**src/rtl/dnn_dma_rd_arbiter.sv**
```systemverilog
`default_nettype none
// ============================================================================
// Module      : dnn_dma_rd_arbiter
// Description : Round-robin arbiter sharing one 64-bit DMA read port (ctrl +
//               beat channel) among NUM_REQ requesters, one burst at a time.
// Revision    : 1.0 - initial release
// ============================================================================
module dnn_dma_rd_arbiter #(
    parameter int NUM_REQ = 2,
    parameter int ID_W    = 1
) (
    input  logic                   clk,
    input  logic                   rst,
    input  logic [NUM_REQ-1:0]     req_valid,
    output logic [NUM_REQ-1:0]     req_ready,
    input  logic [NUM_REQ*32-1:0]  req_index,
    input  logic [NUM_REQ*32-1:0]  req_length,
    input  logic [NUM_REQ*3-1:0]   req_size,
    output logic [NUM_REQ-1:0]     rd_valid,
    input  logic [NUM_REQ-1:0]     rd_ready,
    output logic [63:0]            rd_data,
    output logic                   dma_read_ctrl_valid,
    input  logic                   dma_read_ctrl_ready,
    output logic [31:0]            dma_read_ctrl_data_index,
    output logic [31:0]            dma_read_ctrl_data_length,
    output logic [2:0]             dma_read_ctrl_data_size,
    input  logic                   dma_read_chnl_valid,
    output logic                   dma_read_chnl_ready,
    input  logic [63:0]            dma_read_chnl_data,
    output logic                   busy,
    output logic [ID_W-1:0]        grant_id
);

    typedef enum logic [1:0] {
        S_IDLE   = 2'd0,
        S_CTRL   = 2'd1,
        S_STREAM = 2'd2
    } state_t;

    state_t          r_state;
    state_t          w_state_nxt;

    logic [ID_W-1:0] r_last_ptr;
    logic [ID_W-1:0] r_grant_id;
    logic [31:0]     r_beat_cnt;
    logic [31:0]     r_index;
    logic [31:0]     r_length;
    logic [2:0]      r_size;

    logic [ID_W-1:0] w_winner;
    logic            w_found;
    logic [31:0]     w_sel_index;
    logic [31:0]     w_sel_length;
    logic [2:0]      w_sel_size;
    logic            w_accept;
    logic            w_ctrl_fire;
    logic            w_beat_fire;

    // Requester reached 'offset' positions after 'base' in round-robin order.
    function automatic logic [ID_W-1:0] f_rr_index(input logic [ID_W-1:0] base,
                                                   input int offset);
        int t;
        t = (int'(base) + offset) % NUM_REQ;
        return t[ID_W-1:0];
    endfunction

    // Search starts just after the last winner so every requester gets a turn.
    always_comb begin
        w_found  = 1'b0;
        w_winner = '0;
        for (int k = 1; k <= NUM_REQ; k++) begin
            if (!w_found && req_valid[f_rr_index(r_last_ptr, k)]) begin
                w_found  = 1'b1;
                w_winner = f_rr_index(r_last_ptr, k);
            end
        end
    end

    always_comb begin
        w_sel_index  = '0;
        w_sel_length = '0;
        w_sel_size   = '0;
        for (int i = 0; i < NUM_REQ; i++) begin
            if (w_winner == ID_W'(i)) begin
                w_sel_index  = req_index[32*i +: 32];
                w_sel_length = req_length[32*i +: 32];
                w_sel_size   = req_size[3*i +: 3];
            end
        end
    end

    always_ff @(posedge clk or negedge rst) begin
        if (!rst) begin
            r_state <= S_IDLE;
        end else begin
            r_state <= w_state_nxt;
        end
    end

    always_comb begin
        w_state_nxt         = r_state;
        req_ready           = '0;
        rd_valid            = '0;
        dma_read_chnl_ready = 1'b0;
        dma_read_ctrl_valid = 1'b0;
        busy                = 1'b0;
        w_accept            = 1'b0;
        w_ctrl_fire         = 1'b0;
        w_beat_fire         = 1'b0;
        case (r_state)
            S_IDLE: begin
                // Gate on rst so no grant is visible while reset is held.
                if (w_found && rst) begin
                    req_ready[w_winner] = 1'b1;
                    w_accept            = 1'b1;
                    if (w_sel_length != 32'd0) begin
                        w_state_nxt = S_CTRL;
                    end
                end
            end
            S_CTRL: begin
                busy                = 1'b1;
                dma_read_ctrl_valid = 1'b1;
                if (dma_read_ctrl_ready) begin
                    w_ctrl_fire = 1'b1;
                    w_state_nxt = S_STREAM;
                end
            end
            S_STREAM: begin
                busy                   = 1'b1;
                rd_valid[r_grant_id]   = dma_read_chnl_valid;
                dma_read_chnl_ready    = rd_ready[r_grant_id];
                w_beat_fire            = dma_read_chnl_valid && rd_ready[r_grant_id];
                if (w_beat_fire && (r_beat_cnt == r_length - 32'd1)) begin
                    w_state_nxt = S_IDLE;
                end
            end
            default: begin
                w_state_nxt = S_IDLE;
            end
        endcase
    end

    always_ff @(posedge clk or negedge rst) begin
        if (!rst) begin
            r_last_ptr <= ID_W'(NUM_REQ - 1);
            r_grant_id <= '0;
            r_beat_cnt <= '0;
            r_index    <= '0;
            r_length   <= '0;
            r_size     <= '0;
        end else begin
            // Zero-length requests are latched too; they simply never leave IDLE.
            if (w_accept) begin
                r_last_ptr <= w_winner;
                r_grant_id <= w_winner;
                r_index    <= w_sel_index;
                r_length   <= w_sel_length;
                r_size     <= w_sel_size;
            end
            if (w_ctrl_fire) begin
                r_beat_cnt <= '0;
            end else if (w_beat_fire) begin
                r_beat_cnt <= r_beat_cnt + 32'd1;
            end
        end
    end

    assign rd_data                   = dma_read_chnl_data;
    assign dma_read_ctrl_data_index  = r_index;
    assign dma_read_ctrl_data_length = r_length;
    assign dma_read_ctrl_data_size   = r_size;
    assign grant_id                  = r_grant_id;

endmodule
`default_nettype wire
```
**config.mk**
```make
export PLATFORM = sky130hd
export DESIGN_NAME = dnn_dma_rd_arbiter
export DESIGN_NICKNAME = d
export VERILOG_FILES = /design/src/rtl/dnn_dma_rd_arbiter.sv
export SDC_FILE = /design/constraint.sdc
export NUM_CORES = 1
export LEC_CHECK = 0
export CAP_MARGIN = 20
export CORE_ASPECT_RATIO = 0.75
export CORE_MARGIN = 1
export CORE_UTILIZATION = 35
export DETAILED_ROUTE_END_ITERATION = 10
export PLACE_DENSITY = 0.75
export SYNTH_ARGS = -nofsm -noshare
export SYNTH_HDL_FRONTEND = slang
export SYNTH_SLANG_ARGS = --single-unit
```
**constraint.sdc**
```tcl
create_clock -name clk -period 3.2 [get_ports clk]
set_input_delay 0.8 -clock clk [delete_from_list [all_inputs] [get_ports clk]]
set_output_delay 0.8 -clock clk [all_outputs]
set_load 0.005 [all_outputs]
```
---- Word level (Yosys, flattened, before mapping) ----
Cells that the tools add are included.
word-level totals
  input bits .............................. 206
  output and inout bits ................... 139
  flip-flop bits (word level) ............. 103
  logic and storage cells ................. 72
operators by class
  equality and inequality tests ........... 7
  reductions and logical operators ........ 12
  order comparisons ....................... 6
  bitwise operators ....................... 1
  mux-type cells .......................... 35
  add/subtract/negate cells ............... 4
operators with widths
  kind                     number
  $mux W32                 4
  $add A32 B1 Y32 const B  1
  $eq A32 B32 Y1           1
  $reduce_bool A32 Y1      1
  $sub A32 B1 Y32 const B  1
  $mux W1                  20
  $mux W2                  7
  $lt A1 B2 Y1 const B     4
  $ne A2 B2 Y1 const B     4
  $logic_and A1 B1 Y1      6
  $pmux W2 S3              1
  $reduce_and A4 Y1        1
  $mux W3                  1
  $add A1 B1 Y1 const B    2
  $and A2 B2 Y2            1
  $demux W1 S1             2
  $eq A2 B1 Y1 const B     1
  $eq A2 B2 Y1 const B     1
  $ge A1 B1 Y1 const B     2
  $logic_not A2 Y1         1
  $reduce_bool A2 Y1       1
  $reduce_or A2 Y1         1
  $logic_not A1 Y1         1

---- Depth between registers and ports, before layout ----
Gate-level depths: netlist of the first run.
  depth after elaboration ................. 13
  mapped depth ............................ 10
  gate-level depth less buffers ........... 10

---- Worst setup path before layout of the first run ----
No wires, ideal clock.
  kind .................................... flip-flop to flip-flop
  start point ............................. register r_length[0], in the netlist dma_read_ctrl_data_length[0]
  end point ............................... register r_state[0]
  setup time .............................. 0.127 ns
  data required time ...................... 3.073 ns
  period minus slack after synthesis ...... 3.020 ns
  setup slack ............................. 0.180 ns
  arrival time ............................ 2.892 ns
  buffers on the path ..................... 0
  cell stages (with the launch flop) ...... 11
  path through ............................ dfrtp_1 -> inv_1 -> ha_1 -> nor3b_1 -> nand3_2 -> or4_1 -> a211oi_2 -> nand4_1 -> a2111oi_2 -> a21o_1 -> mux2_1
on the way
  word-level cells in the longest chain between the ends .. 5
RTL lines
  element                      line  text
  from (decl)                  47    logic [31:0] r_length;
  from (signal assigned)       158   r_length <= w_sel_length;
  $sub A32 B1 Y32              134   if (w_beat_fire && (r_beat_cnt == r_length - 32'd1)) begin
  $eq A32 B32 Y1               134
  $logic_and A1 B1 Y1          134
  $ne A2 B2 Y1 (no line)       n/a
  $reduce_and A4 Y1 (no line)  n/a
  to (signal assigned)         96    r_state <= w_state_nxt;
  to (decl)                    40    state_t r_state;
No other way between the ends.
A chain may end at the register's enable or synchronous reset.

---- Worst setup path after layout of the first run ----
  start point ............................. input req_valid[1]
  end point ............................... output req_ready[1]
on the way
  word-level cells in the longest chain between the ends .. 12
  elaborated cells between the ends (all ways) .. 18
  those cells by class .................... order compare (2); mux (12); reduce/logical (4)
RTL lines
  element                                                                    line  text
  from (decl)                                                                14    input logic [NUM_REQ-1:0] req_valid,
  $mux W1 (implied by the code) (2 in series)                                72    if (!w_found && req_valid[f_rr_index(r_last_ptr, k)]) begin
  $mux W1                                                                    72
  $logic_not A1 Y1                                                           72
  $logic_and A1 B1 Y1                                                        72
  $mux W1                                                                    72
  $lt A1 B2 Y1 (implied by the code) / $ge A1 B1 Y1 (equally long branches)  114   req_ready[w_winner] = 1'b1;
  $logic_and A1 B1 Y1 (implied by the code)                                  114
  $mux W1 (implied by the code)                                              114
  $demux W1 S1                                                               114
  $mux W2 *                                                                  113   if (w_found && rst) begin
  $mux W2 *                                                                  110   case (r_state)
  to (decl)                                                                  15    output logic [NUM_REQ-1:0] req_ready,
Mark *: on every way between the ends. The rest lies on a longest branch, timed or not. The select of a mux whose other input is x is not followed.

==> qor.yml, run 1 <==
pwr:
  peakVddDrop_uv: 444
  power.switching_w: 0.00264
  combPwrFrac_pct: 51.1
  p_int_w: 0.00409
  clock_power_share_pct: 16.5
  p_seq_share_pct: 32.3
  p_per_area_nw_per_um2: 722
  p_leak_nw: 3.99
  swShare_pct: 39.2
layout:
  num_antenna_cells: 0
  nNetsFinal: 1146
  syn2layout_area_growth_pct: 39.0
  drive_gt1_share_pct: 9.79
  final_cell_area_um2: 9330
worst_hold_path:
  hp-class: "in -> async"
job:
  max-cap-violations: 0
global_routing:
  gr-total-overflow: 0
  grt_pass1_wl_um: 33400
  grt_antenna_before_repair: 0
  grt_pass1_vias: 6046
  grt_max_degree: 65
  grt_usage_pct: 22.3
yosys:
  yosys-top-cells-area: "dfrtp_1 (38%), mux2i_1 (10%), buf_4 (7.2%)"
  synth-seq-cells: 103
  synthCells: 748
  syn_area_um2: 6710
  yosysUniqueCellTypes: 60
  synth_commonest_cells: "dfrtp_1 (102), nand2_1 (87), o21ai_0 (75)"
  synth.most_common_cell: "dfrtp_1"
  netlist.area_leader.share_pct: 38.0
  synth_nets: 959
  yosys.area.top_type: "dfrtp_1"
  synth-edff-count: 0
  synth_async_sr_flop_share_pct: 100
  synthFlopType: "dfrtp_1"
  yosysSeqAreaShare_pct: 38.4
  yosysWarnings: 0
  post_synth.cell_area_avg_um2: 8.97
setup_path:
  r2r_start: "dma_read_ctrl_data_length[0]"
  startpoint: "req_valid[1]"
  endpoint_kind: "output pin"
  start_kind: "primary input"
  reg2reg_depth: 10
  r2r_slack_ns: 0.16
  critical_path_arrival_ns: 2.31
  crit_type: "in -> out"
  crit_required_ns: 2.40
  r2r-end: "r_state[0]"
  crit_path_max_fanout: 4
  crit_end: "req_ready[1]"
clocking:
  cts_num_sinks: 103
  h-tree-depth: 3
  cts_buffers: 9
  insertion_delay_ns: 0.36
  hold_buffers: 0
  cts.clk_slew.worst_paths_ns: 0.08
  cts.path.max_buffers: 2
  clockRootBuffer: "clkbuf_16"
  cts_tree: "done"
die:
  die_w_um: 162
  fp-row-count: 43
  dieArea_um2: 19700
  initial_core_util_pct: 36.0
  io_pins: 345
  fp.dieH_um: 122
  core_area_um2: 18600
sta:
  fmax_mhz: 322
  min_period_ns: 3.11
  fin_worst_skew_ns: 0.0101
  fin_crit_sh_pct: 97.2
  setup_violations: 0
  worst_slew_pin_slew_ns: 0.757
  setup_tns_ns: 0
  drv_slew: 0
  max_slew_margin_pct: 49.5
  hold_viol: 0
  rsz0062_at_grt: "false"
place:
  postPlaceCellArea_um2: 9010
  gp_congestion: 0.937
  port_buffers: 216
  hpwl_um: 17300
drt:
  routed_wl_um: 21800
  antenna_left: 0
  drtIter0Drc: 489
  drc: 0
  wl_per_cell_um: 18.4
  routed_via_density: 5.18
  drtPass1Iterations: 7
  via_count: 6153
status:
  status: "finished clean"
[worst min-delay path by stage]
stage	start	end	cells past startpoint
3_3_place_gp	dma_read_ctrl_data_index[25]	dma_read_ctrl_data_index[25]	2
2_1_floorplan	dma_read_ctrl_data_index[0]	dma_read_ctrl_data_index[0]	2
6_report	rst	grant_id	1
4_1_cts	rst	grant_id	1
5_1_grt	rst	grant_id	1
3_5_place_dp	dma_read_ctrl_data_index[25]	dma_read_ctrl_data_index[25]	2
[stage by stage]
stage	power [W]	std cells	setup slack, ns	hold slack, ns	utilization, %
3_5_place_dp	0.00558	1169	0.0188	0.469	48.4
6_report	0.00673	1187	0.0898	0.258	50.1
2_1_floorplan	0.00372	748	0.180	0.473	-
3_3_place_gp	0.00554	1169	0.0401	0.461	48.4
4_1_cts	0.00673	1185	0.0256	0.248	50.0
5_1_grt	0.00717	1187	0.0230	0.248	50.1
[repair_timing]
action | in CTS | in global routing
setup buffers | 0 | 2
endpoints found under the setup margin | 0 | 3
resized for setup | 0 | 2
[sequential cells by signal, indices dropped and copies added (netlist names)]
register and cells:
dma_read_ctrl_data_index 32, dma_read_ctrl_data_length 32, dma_read_ctrl_data_size 3, grant_id 1
r_beat_cnt 32, r_last_ptr 1, r_state 2
[power by group through the flow]
stage	Combinational [W]	Sequential, W	Clock (W)
after floorplan	0.00154	0.00218	0
after global placement	0.00336	0.00218	0
after detailed placement	0.00340	0.00218	0
after CTS	0.00342	0.00217	0.00114
after global routing	0.00375	0.00223	0.00119
final	0.00344	0.00218	0.00111
[logic make-up after synthesis]
group                    after synthesis  synth area share [%]
adder cells (fa/ha/maj)                5                 0.932
XOR/XNOR                              65                  8.49
flip-flops                           103                  38.4
AO/OA/AOI/OAI                        112                  9.77
multiplexers                          72                  10.8
buffers and inverters                110                  9.88
AND/OR/NAND/NOR                      281                  21.7
[layout make-up]
| type | instances | area, µm² |
|---|---|---|
| clock buffers | 9 | 225 |
| clock inverters | 7 | 67.6 |
| fillers | 1803 | 9290 |
| inverters | 11 | 41.3 |
| multi-input cells | 535 | 3490 |
| flip-flops and latches | 103 | 2580 |
| well taps | 247 | 309 |
| repair buffers | 275 | 2620 |
[per-layer routing]
layer  GRT usage [%]  up-vias  share of wire (%)
met5               0        -                  0
met4            5.01        0                1.3
met3            7.46       20                8.7
met2            35.8      281                 47
met1            29.0     2905                 43
li1                -     2947                  -
[critical path, stage by stage]
cell             delay [ns]
clkdlybuf4s50_1        0.52
a21bo_2                0.25
nor2_1                 0.10
buf_4                  0.15
clkdlybuf4s50_1        0.50
[layout by cell type (no fill, tap or decap), drive strengths merged, types with 13 or more instances in the layout]
cell type,netlist,final
nor4,26,26
o21ai,75,75
nand2,87,87
and3,13,13
xnor2,28,28
nand3,21,21
nor3,20,20
buf,74,60
nand4,22,22
mux2i,68,68
clkdlybuf4s50,0,214
inv,11,16
dfrtp,102,102
nor2,53,53
xor2,37,37
Note: power is estimated with default switching activity, not from simulation.
==> run 2: changes to the inputs <==
- CORE_MARGIN: 1 -> unset
- SLEW_MARGIN: unset -> 20
==> results of run 2 <==
The final DEF is identical to that of run 1; final timing and power are the same.
